File: src/rtl/bus_cycle_seq_if.sv
// rtl/bus_cycle_seq_if.sv - request and multiplexed AD bus signals of the bus cycle sequencer
interface bus_cycle_seq_if;
  logic        start;
  logic        wr;
  logic        io;
  logic [15:0] addr;
  logic [7:0]  wdata;
  logic        ready;
  logic [7:0]  ad_in;
  logic [7:0]  ad_out;
  logic        ad_oe;
  logic [7:0]  a_hi;
  logic        ale;
  logic        rd_n;
  logic        wr_n;
  logic        io_m;
  logic        busy;
  logic        done;
  logic        err;
  logic [7:0]  rdata;
  logic        rdata_en;

  // master: the sequencer driving the bus; slave: the requester and bus environment
  modport master (
    input  start, wr, io, addr, wdata, ready, ad_in,
    output ad_out, ad_oe, a_hi, ale, rd_n, wr_n, io_m, busy, done, err, rdata, rdata_en
  );

  modport slave (
    output start, wr, io, addr, wdata, ready, ad_in,
    input  ad_out, ad_oe, a_hi, ale, rd_n, wr_n, io_m, busy, done, err, rdata, rdata_en
  );
endinterface

File: src/rtl/bus_cycle_seq.sv
// rtl/bus_cycle_seq.sv - T1/T2/TW/T3 machine-cycle sequencer for a multiplexed 8-bit AD bus
module bus_cycle_seq #(
  parameter int unsigned WAIT_LIMIT = 8
) (
  input  logic             clk,
  input  logic             rst,
  bus_cycle_seq_if.master  bus
);

  localparam logic [7:0] LIMIT = 8'(WAIT_LIMIT);

  typedef enum logic [2:0] {
    S_IDLE = 3'd0,
    S_T1   = 3'd1,
    S_T2   = 3'd2,
    S_TW   = 3'd3,
    S_T3   = 3'd4
  } state_t;

  state_t      state_q, state_d;
  logic [7:0]  wait_cnt_q, wait_cnt_d;
  logic        wr_q, wr_d;
  logic        io_q, io_d;
  logic [15:0] addr_q, addr_d;
  logic [7:0]  wdata_q, wdata_d;

  logic [7:0]  ad_out_q, ad_out_d;
  logic        ad_oe_q, ad_oe_d;
  logic [7:0]  a_hi_q, a_hi_d;
  logic        ale_q, ale_d;
  logic        rd_n_q, rd_n_d;
  logic        wr_n_q, wr_n_d;
  logic        io_m_q, io_m_d;
  logic        busy_q, busy_d;
  logic        done_q, done_d;
  logic        err_q, err_d;
  logic [7:0]  rdata_q, rdata_d;
  logic        rdata_en_q, rdata_en_d;

  logic        timeout;

  assign timeout = (state_q == S_TW) && !bus.ready && (LIMIT != 8'd0) && (wait_cnt_q == LIMIT);

  always_ff @(posedge clk or negedge rst) begin
    if (!rst) begin
      state_q <= S_IDLE;
    end else begin
      state_q <= state_d;
    end
  end

  always_comb begin
    state_d = state_q;
    case (state_q)
      S_IDLE:  if (bus.start) state_d = S_T1;
      S_T1:    state_d = S_T2;
      S_T2:    state_d = bus.ready ? S_T3 : S_TW;
      S_TW: begin
        if (timeout)        state_d = S_IDLE;
        else if (bus.ready) state_d = S_T3;
        else                state_d = S_TW;
      end
      S_T3:    state_d = S_IDLE;
      default: state_d = S_IDLE;
    endcase
  end

  // Request fields are captured only on the IDLE->T1 edge so start during a cycle has no effect
  always_comb begin
    wr_d       = wr_q;
    io_d       = io_q;
    addr_d     = addr_q;
    wdata_d    = wdata_q;
    wait_cnt_d = wait_cnt_q;
    if (state_q == S_IDLE && bus.start) begin
      wr_d    = bus.wr;
      io_d    = bus.io;
      addr_d  = bus.addr;
      wdata_d = bus.wdata;
    end
    if (state_d == S_T1) begin
      wait_cnt_d = 8'd0;
    end else if ((state_q == S_T2 || state_q == S_TW) && state_d == S_TW) begin
      wait_cnt_d = wait_cnt_q + 8'd1;
    end
  end

  // Outputs are decoded from the next state so that the registered pins line up with the state
  always_comb begin
    ad_out_d   = ad_out_q;
    ad_oe_d    = 1'b0;
    a_hi_d     = a_hi_q;
    ale_d      = 1'b0;
    rd_n_d     = 1'b1;
    wr_n_d     = 1'b1;
    io_m_d     = io_m_q;
    busy_d     = (state_d != S_IDLE);
    done_d     = (state_q == S_T3);
    err_d      = timeout;
    rdata_en_d = (state_q == S_T3) && !wr_q;
    rdata_d    = ((state_q == S_T3) && !wr_q) ? bus.ad_in : rdata_q;
    case (state_d)
      S_T1: begin
        ale_d    = 1'b1;
        ad_oe_d  = 1'b1;
        ad_out_d = addr_d[7:0];
        a_hi_d   = addr_d[15:8];
        io_m_d   = io_d;
      end
      S_T2, S_TW, S_T3: begin
        if (wr_d) begin
          ad_oe_d  = 1'b1;
          ad_out_d = wdata_d;
          wr_n_d   = 1'b0;
        end else begin
          rd_n_d   = 1'b0;
        end
      end
      default: ;
    endcase
  end

  always_ff @(posedge clk or negedge rst) begin
    if (!rst) begin
      wait_cnt_q <= 8'd0;
      wr_q       <= 1'b0;
      io_q       <= 1'b0;
      addr_q     <= 16'd0;
      wdata_q    <= 8'd0;
      ad_out_q   <= 8'd0;
      ad_oe_q    <= 1'b0;
      a_hi_q     <= 8'd0;
      ale_q      <= 1'b0;
      rd_n_q     <= 1'b1;
      wr_n_q     <= 1'b1;
      io_m_q     <= 1'b0;
      busy_q     <= 1'b0;
      done_q     <= 1'b0;
      err_q      <= 1'b0;
      rdata_q    <= 8'd0;
      rdata_en_q <= 1'b0;
    end else begin
      wait_cnt_q <= wait_cnt_d;
      wr_q       <= wr_d;
      io_q       <= io_d;
      addr_q     <= addr_d;
      wdata_q    <= wdata_d;
      ad_out_q   <= ad_out_d;
      ad_oe_q    <= ad_oe_d;
      a_hi_q     <= a_hi_d;
      ale_q      <= ale_d;
      rd_n_q     <= rd_n_d;
      wr_n_q     <= wr_n_d;
      io_m_q     <= io_m_d;
      busy_q     <= busy_d;
      done_q     <= done_d;
      err_q      <= err_d;
      rdata_q    <= rdata_d;
      rdata_en_q <= rdata_en_d;
    end
  end

  assign bus.ad_out   = ad_out_q;
  assign bus.ad_oe    = ad_oe_q;
  assign bus.a_hi     = a_hi_q;
  assign bus.ale      = ale_q;
  assign bus.rd_n     = rd_n_q;
  assign bus.wr_n     = wr_n_q;
  assign bus.io_m     = io_m_q;
  assign bus.busy     = busy_q;
  assign bus.done     = done_q;
  assign bus.err      = err_q;
  assign bus.rdata    = rdata_q;
  assign bus.rdata_en = rdata_en_q;

endmodule

File: src/flat_wrapper.sv
// flat-port wrapper written by rule: the top's interface ports become plain ports
module bus_cycle_seq_flat 
#(
  parameter int unsigned WAIT_LIMIT = 8
)
  (clk, rst, bus_start, bus_wr, bus_io, bus_addr, bus_wdata, bus_ready, bus_ad_in, bus_ad_out, bus_ad_oe, bus_a_hi, bus_ale, bus_rd_n, bus_wr_n, bus_io_m, bus_busy, bus_done, bus_err, bus_rdata, bus_rdata_en);
  bus_cycle_seq_if bus_i ();
  input  logic clk;
  input  logic rst;
  input wire logic [$bits(bus_i.start)-1:0] bus_start;
  input wire logic [$bits(bus_i.wr)-1:0] bus_wr;
  input wire logic [$bits(bus_i.io)-1:0] bus_io;
  input wire logic [$bits(bus_i.addr)-1:0] bus_addr;
  input wire logic [$bits(bus_i.wdata)-1:0] bus_wdata;
  input wire logic [$bits(bus_i.ready)-1:0] bus_ready;
  input wire logic [$bits(bus_i.ad_in)-1:0] bus_ad_in;
  output wire logic [$bits(bus_i.ad_out)-1:0] bus_ad_out;
  output wire logic [$bits(bus_i.ad_oe)-1:0] bus_ad_oe;
  output wire logic [$bits(bus_i.a_hi)-1:0] bus_a_hi;
  output wire logic [$bits(bus_i.ale)-1:0] bus_ale;
  output wire logic [$bits(bus_i.rd_n)-1:0] bus_rd_n;
  output wire logic [$bits(bus_i.wr_n)-1:0] bus_wr_n;
  output wire logic [$bits(bus_i.io_m)-1:0] bus_io_m;
  output wire logic [$bits(bus_i.busy)-1:0] bus_busy;
  output wire logic [$bits(bus_i.done)-1:0] bus_done;
  output wire logic [$bits(bus_i.err)-1:0] bus_err;
  output wire logic [$bits(bus_i.rdata)-1:0] bus_rdata;
  output wire logic [$bits(bus_i.rdata_en)-1:0] bus_rdata_en;
  assign bus_i.start = bus_start;
  assign bus_i.wr = bus_wr;
  assign bus_i.io = bus_io;
  assign bus_i.addr = bus_addr;
  assign bus_i.wdata = bus_wdata;
  assign bus_i.ready = bus_ready;
  assign bus_i.ad_in = bus_ad_in;
  assign bus_ad_out = bus_i.ad_out;
  assign bus_ad_oe = bus_i.ad_oe;
  assign bus_a_hi = bus_i.a_hi;
  assign bus_ale = bus_i.ale;
  assign bus_rd_n = bus_i.rd_n;
  assign bus_wr_n = bus_i.wr_n;
  assign bus_io_m = bus_i.io_m;
  assign bus_busy = bus_i.busy;
  assign bus_done = bus_i.done;
  assign bus_err = bus_i.err;
  assign bus_rdata = bus_i.rdata;
  assign bus_rdata_en = bus_i.rdata_en;
  bus_cycle_seq #(.WAIT_LIMIT(WAIT_LIMIT)) u_core (.clk(clk), .rst(rst), .bus(bus_i));
endmodule
File: config.mk
export PLATFORM = sky130hd
export DESIGN_NAME = bus_cycle_seq_flat
export DESIGN_NICKNAME = d
export VERILOG_FILES = /design/src/rtl/bus_cycle_seq_if.sv /design/src/rtl/bus_cycle_seq.sv /design/src/flat_wrapper.sv
export SDC_FILE = /design/constraint.sdc
export NUM_CORES = 1
export LEC_CHECK = 0
export CAP_MARGIN = 20
export CORE_ASPECT_RATIO = 0.9
export CORE_MARGIN = 2
export CORE_UTILIZATION = 45
export CTS_CLUSTER_SIZE = 8
export DETAILED_ROUTE_END_ITERATION = 8
export PLACE_DENSITY = 0.78
export SLEW_MARGIN = 20
export SYNTH_ARGS = -nofsm -noshare
export SYNTH_HDL_FRONTEND = slang
export SYNTH_SLANG_ARGS = --single-unit
export TNS_END_PERCENT = 100
File: constraint.sdc
create_clock -name clk -period 2.07 [get_ports clk]
set_clock_uncertainty 0.2 [all_clocks]
set_input_delay 0.414 -clock clk [delete_from_list [all_inputs] [get_ports clk]]
set_output_delay 0.414 -clock clk [all_outputs]
set_load 0.02 [all_outputs]
Word level (Yosys, flattened, before mapping)
Index checks and enable logic that the tools add are counted.
{"block": "totals", "register_bits": 70, "inputBits": 38, "out_inout_bits": 33, "elab_cells": 61}
{"block": "classes", "addsub": 1, "eq_ne": 10, "mux": 18, "reduce_logical": 14}
{"operator": "8-bit two-way mux", "n": 4}
{"operator": "16-bit two-way mux", "n": 1}
{"operator": "8-bit one-hot mux with 2 select lines", "n": 1}
{"operator": "3-bit by 2-bit equality test with 1-bit output, second input constant", "n": 4}
{"operator": "3-bit one-hot mux with 4 select lines", "n": 1}
{"operator": "3-bit two-way mux", "n": 3}
{"operator": "8-bit by 1-bit adder with 8-bit output, second input constant", "n": 1}
{"operator": "8-bit by 4-bit equality test with 1-bit output, second input constant", "n": 1}
{"operator": "1-bit two-way mux", "n": 7}
{"operator": "3-bit by 1-bit equality test with 1-bit output, second input constant", "n": 2}
{"operator": "3-bit equality test, second input constant", "n": 2}
{"operator": "1-bit logical AND", "n": 5}
{"operator": "2-bit nonzero test", "n": 2}
{"operator": "3-bit zero test", "n": 1}
{"operator": "3-bit nonzero test", "n": 1}
{"operator": "3-bit OR reduction", "n": 1}
{"operator": "1-bit zero test", "n": 2}
{"operator": "2-bit by 1-bit inequality test with 1-bit output, second input constant", "n": 1}
{"operator": "1-bit one-hot mux with 2 select lines", "n": 1}
{"operator": "2-bit AND reduction", "n": 1}
{"operator": "1-bit logical OR", "n": 1}

Longest topological paths before layout
{"block": "depth", "depth_word": 9, "ltp_mapped": 7, "mapped_depth_nobuf": 6}

Worst setup path before layout
OpenSTA, ideal clock, no wires.
{"block": "synth_path", "path_kind": "register to register", "from": "register u_core.state_q[2]", "to": "register u_core.ad_out_q[4], in the netlist u_core.bus.ad_out[4]", "setup_time_ps": 123, "t_arrival_ps": 1594, "t_required_ps": 1747, "slack_ps": 154, "stages_incl_launch_ff": 7, "path_buffers": 3, "synth_period_minus_slack_ps": 1916, "path_cell_list": "dfrtp_1 -> buf_6 -> or4b_1 -> buf_4 -> buf_2 -> or2_0 -> o221a_2"}
{"block": "synth_between", "elab_chain_len": 9, "elab_cells_between_ends": 23, "cone_classes": "eq/ne (8); mux (8); reduce/logical (7)"}
{"item": "from (decl)", "line": "bus_cycle_seq.sv:20", "text": "state_t state_q, state_d;"}
{"item": "from (signal assigned)", "line": "bus_cycle_seq.sv:48", "text": "state_q <= state_d;"}
{"item": "3-bit by 2-bit equality test with 1-bit output", "line": "bus_cycle_seq.sv:42, bus_cycle_seq.sv:54"}
{"item": "1-bit logical AND (2 in a row)", "line": "bus_cycle_seq.sv:42", "text": "assign timeout = (state_q == S_TW) && !bus.ready && (LIMIT != 8'd0) && (wait_cnt_q == LIMIT);"}
{"item": "3-bit two-way mux", "line": "bus_cycle_seq.sv:59", "text": "if (timeout) state_d = S_IDLE;"}
{"item": "3-bit one-hot mux with 4 select lines", "line": "bus_cycle_seq.sv:54", "text": "case (state_q)"}
{"item": "3-bit by 2-bit equality test with 1-bit output or 3-bit equality test (tied branches)", "line": "bus_cycle_seq.sv:102", "text": "case (state_d)"}
{"item": "3-bit OR reduction", "line": "bus_cycle_seq.sv:102"}
{"item": "2-bit by 1-bit inequality test with 1-bit output (no line) or 2-bit nonzero test (tied branches)"}
{"item": "2-bit AND reduction (no line)"}
{"item": "to (signal assigned)", "line": "bus_cycle_seq.sv:148", "text": "ad_out_q <= ad_out_d;"}
{"item": "to (decl)", "line": "bus_cycle_seq.sv:27", "text": "logic [7:0] ad_out_q, ad_out_d;"}
Several ways; a longest one is shown, not always the timed one. The select of a mux whose other input is x is not followed.
A chain may end at the register's enable or synchronous reset.

Final worst setup path
{"block": "layout_path", "from": "register u_core.wait_cnt_q[2]", "to": "register u_core.busy_q, in the netlist u_core.bus.busy"}
{"block": "layout_between", "elab_chain_len": 5}
{"item": "from (decl)", "line": "bus_cycle_seq.sv:21", "text": "logic [7:0] wait_cnt_q, wait_cnt_d;"}
{"item": "from (signal assigned)", "line": "bus_cycle_seq.sv:143", "text": "wait_cnt_q <= wait_cnt_d;"}
{"item": "8-bit by 4-bit equality test with 1-bit output", "line": "bus_cycle_seq.sv:42"}
{"item": "1-bit logical AND", "line": "bus_cycle_seq.sv:42"}
{"item": "3-bit two-way mux", "line": "bus_cycle_seq.sv:59"}
{"item": "3-bit one-hot mux with 4 select lines", "line": "bus_cycle_seq.sv:54"}
{"item": "3-bit nonzero test", "line": "bus_cycle_seq.sv:97", "text": "busy_d = (state_d != S_IDLE);"}
{"item": "named net u_core.busy_d", "line": "bus_cycle_seq.sv:34", "text": "logic busy_q, busy_d;"}
{"item": "to (signal assigned)", "line": "bus_cycle_seq.sv:155", "text": "busy_q <= busy_d;"}
{"item": "to (decl)", "line": "bus_cycle_seq.sv:34"}
The timed path passes the listed nets, and every way through them passes these cells.

==> flow_summary.ini <==
[setup_path]
slowest_stage = or4b_4
cp_max_fo = 5
cp_slowest_stage_delay_ps = 580
required_ps = 2060
r2r_slack_ps = 50
cp-end-kind = flop
start_kind = flop
crit_type = reg2reg
critPathArrivalTime_ps = 2010
path_cells = or4b_4 -> o21a_4 -> buf_4 -> or3_1

[final_layout]
final_layout_size_suffix_gt1_share_pct = 19.4
postLayoutCoreUtil_pct = 66.6
nFillCells = 377
layout_commonest_cell = clkdlybuf4s50_1
nNetsFinal = 318
synthToLayoutAreaGrowth_pct = 43.5
layout_common_cells = 67 x clkdlybuf4s50_1, 54 x nand2_1, 51 x dfrtp_1
fin_cells = 344
num_antenna_cells = 0

[logic_synthesis]
async_reset_ff_share_pct = 100
yosysWarnings = 0
synth.distinct_cells = 42
yosysSeqAreaShare_pct = 59.6
synth.avg_cell_area_um2 = 11.5
synth_ff_type = dfrtp_1
syn_area_mm2 = 0.00223
syn_inst = 194
synth_edf_count = 0
synth.net_count = 234
ys_ff_latch = 53

[sta]
period_needed_ps = 2020
slew_headroom_pct = 74.0
worst-slew-pin-transition_ps = 389
rsz0062_at_grt = false
setup-violations-final = 0
drv_slew = 0
period_share_pct = 97.5
hold_viol = 0
layout_setup_ws_ps = 50.7
setup_tns_ps = 0
holdWs_ps = 289
max_freq_mhz = 495

[clock_network]
clk_latency_ps = 300
cts_root_buffer = clkbuf_8
cts_buffers = 5
clkTransAtPathRegs_ps = 100
clock_sinks = 53
post-cts-setup-buffers = 0
cts_tree = done
cts_buffer_depth = 2
cts.htree.levels = 2

[job]
cap_viol_max_count = 0

[floorplan]
die_x_um = 78.2
rows = 24
die_area_mm2 = 0.00553
io_pins = 71
fp.dieH_um = 70.8
core_mm2 = 0.00480
start_util_pct = 46.4

[route]
wl_per_cell_um = 13.9
ant_nets = 0
vias_per_cell = 4.81
vias = 1655
drtIter0Drc = 80
wirelength_um = 4770
dr.pass1.iters = 4
drc_errors = 0

[run_status]
status = finished, final reports clean

[global_routing]
grt_pass1_vias = 1770
grt_pass1_wl_um = 8050
grt_usage_pct = 18.6
grt_max_degree = 28
gr-total-overflow = 0
grt_antenna_before_repair = 0

[pwr]
power_density_mw_per_mm2 = 1370
leakagePower_nw = 1.43
vdd_drop_max_mv = 0.724

[placement]
placed_cells = 335
dp_hpwl_um = 3350
io_buffers = 70
gp_congestion = 0.808
dp_slack_ps = -345

[hold_path]
holdCritPathClass = reg2reg
synth_stat cells (2+ instances only):
| cell type | count | share of area [%] |
|---|---|---|
| a21oi_1 | 3 | 0.67 |
| and3_1 | 2 | 0.56 |
| buf_2 | 8 | 1.8 |
| dfrtp_1 | 51 | 57 |
| dfstp_2 | 2 | 2.4 |
| ha_1 | 2 | 1.1 |
| inv_1 | 3 | 0.51 |
| mux2_2 | 9 | 4.5 |
| nand2_1 | 54 | 9.1 |
| nand4_1 | 2 | 0.56 |
| nor2_1 | 8 | 1.3 |
| o211ai_1 | 2 | 0.67 |
| o21ai_0 | 2 | 0.45 |
| o221a_1 | 3 | 1.5 |
| o221a_2 | 5 | 2.5 |
| or2_0 | 3 | 0.84 |
| or2_2 | 5 | 1.4 |
| or3b_2 | 2 | 0.79 |
| xnor2_1 | 2 | 0.79 |
| xor2_1 | 4 | 1.6 |
report_power, final:
part / leakage (nW) / switching [mW] / total, mW / internal, mW
clock: 0.0374 / 0.337 / 0.576 / 0.239
combinational: 0.740 / 1.04 / 2.11 / 1.07
sequential: 0.657 / 0.236 / 1.70 / 1.47
total: 1.43 / 1.61 / 4.39 / 2.78
stage by stage:
stage,cell area [um2],power (mW)
final,3200,4.39
after global routing,3200,4.69
after CTS,3190,4.42
after detailed placement,3090,3.83
after global placement,3090,3.77
after floorplan,2230,2.88
registers in the layout (all words and copies together), names as in the netlist:
register / cells
u_core.bus.wr_n: 1
u_core.bus.err: 1
u_core.bus.a_hi: 8
u_core.bus.rdata: 8
u_core.wr_q: 1
u_core.bus.busy: 1
u_core.wait_cnt_q: 8
u_core.wdata_q: 8
u_core.bus.rdata_en: 1
u_core.bus.ad_oe: 1
u_core.state_q: 3
u_core.bus.ale: 1
u_core.bus.io_m: 1
u_core.bus.done: 1
u_core.bus.ad_out: 8
u_core.bus.rd_n: 1
area by class of cell:
type,instances,area [um2],share of cell area (%)
Clock buffer,6,72.6,2.27
Inverter,4,15.0,0.469
Timing Repair Buffer,87,856,26.8
Tap cell,65,81.3,2.54
Clock inverter,2,15.0,0.469
Multi-Input combinational cell,127,830,25.9
Sequential cell,53,1330,41.5
cells by family (layout without fill, tap and decap cells):
logic type / count (synthesis) / count (layout) / share of synthesized area [%]
xor gates and xnor gates: 6 / 6 / 2.36
muxes: 10 / 10 / 5.00
DFF: 53 / 53 / 59.6
and+or+nand+nor: 88 / 88 / 19.9
buffers and inverters: 14 / 99 / 3.31
adders and majority gates: 2 / 2 / 1.12
AOI/OAI and AO/OA: 21 / 21 / 8.65
layer usage:
layer  routed length [um]  share of wire (%)  GRT usage (%)
met1                 2130                 45           24.5
met2                 2330                 49           30.5
met3                  274                5.7           4.72
met4                   25               0.52           6.04
met5                    0                  0              0
path summary, 6_finish.rpt:
| check | startpoint | end | depth (start not counted) |
|---|---|---|---|
| min reg2reg | u_core.bus.a_hi[1] | u_core.bus.a_hi[1] | 2 |
| min in group asynchronous | rst | u_core.bus.rdata[5] | 2 |
| min | u_core.bus.a_hi[1] | u_core.bus.a_hi[1] | 2 |
| max in group asynchronous | rst | u_core.bus.wr_n | 3 |
| max reg2reg | u_core.wait_cnt_q[2] | u_core.bus.busy | 4 |
| max | u_core.wait_cnt_q[2] | u_core.bus.busy | 4 |
critical path, delay by kind of cell, from the launching register on:
kind                   cells  cell delay, ps
and+or+nand+nor            2             940
buffers and inverters      1             150
DFF                        1             390
AOI/OAI and AO/OA          1             230
what timing repair did:
| action | CTS | global route |
|---|---|---|
| resized for setup | 1 | 2 |
| endpoints found under the hold margin | 13 | 0 |
| setup endpoints to repair | 2 | 2 |
| cloned | 0 | 0 |
| hold buffers | 1 | 0 |
Power figures use the tool's default switching activity.
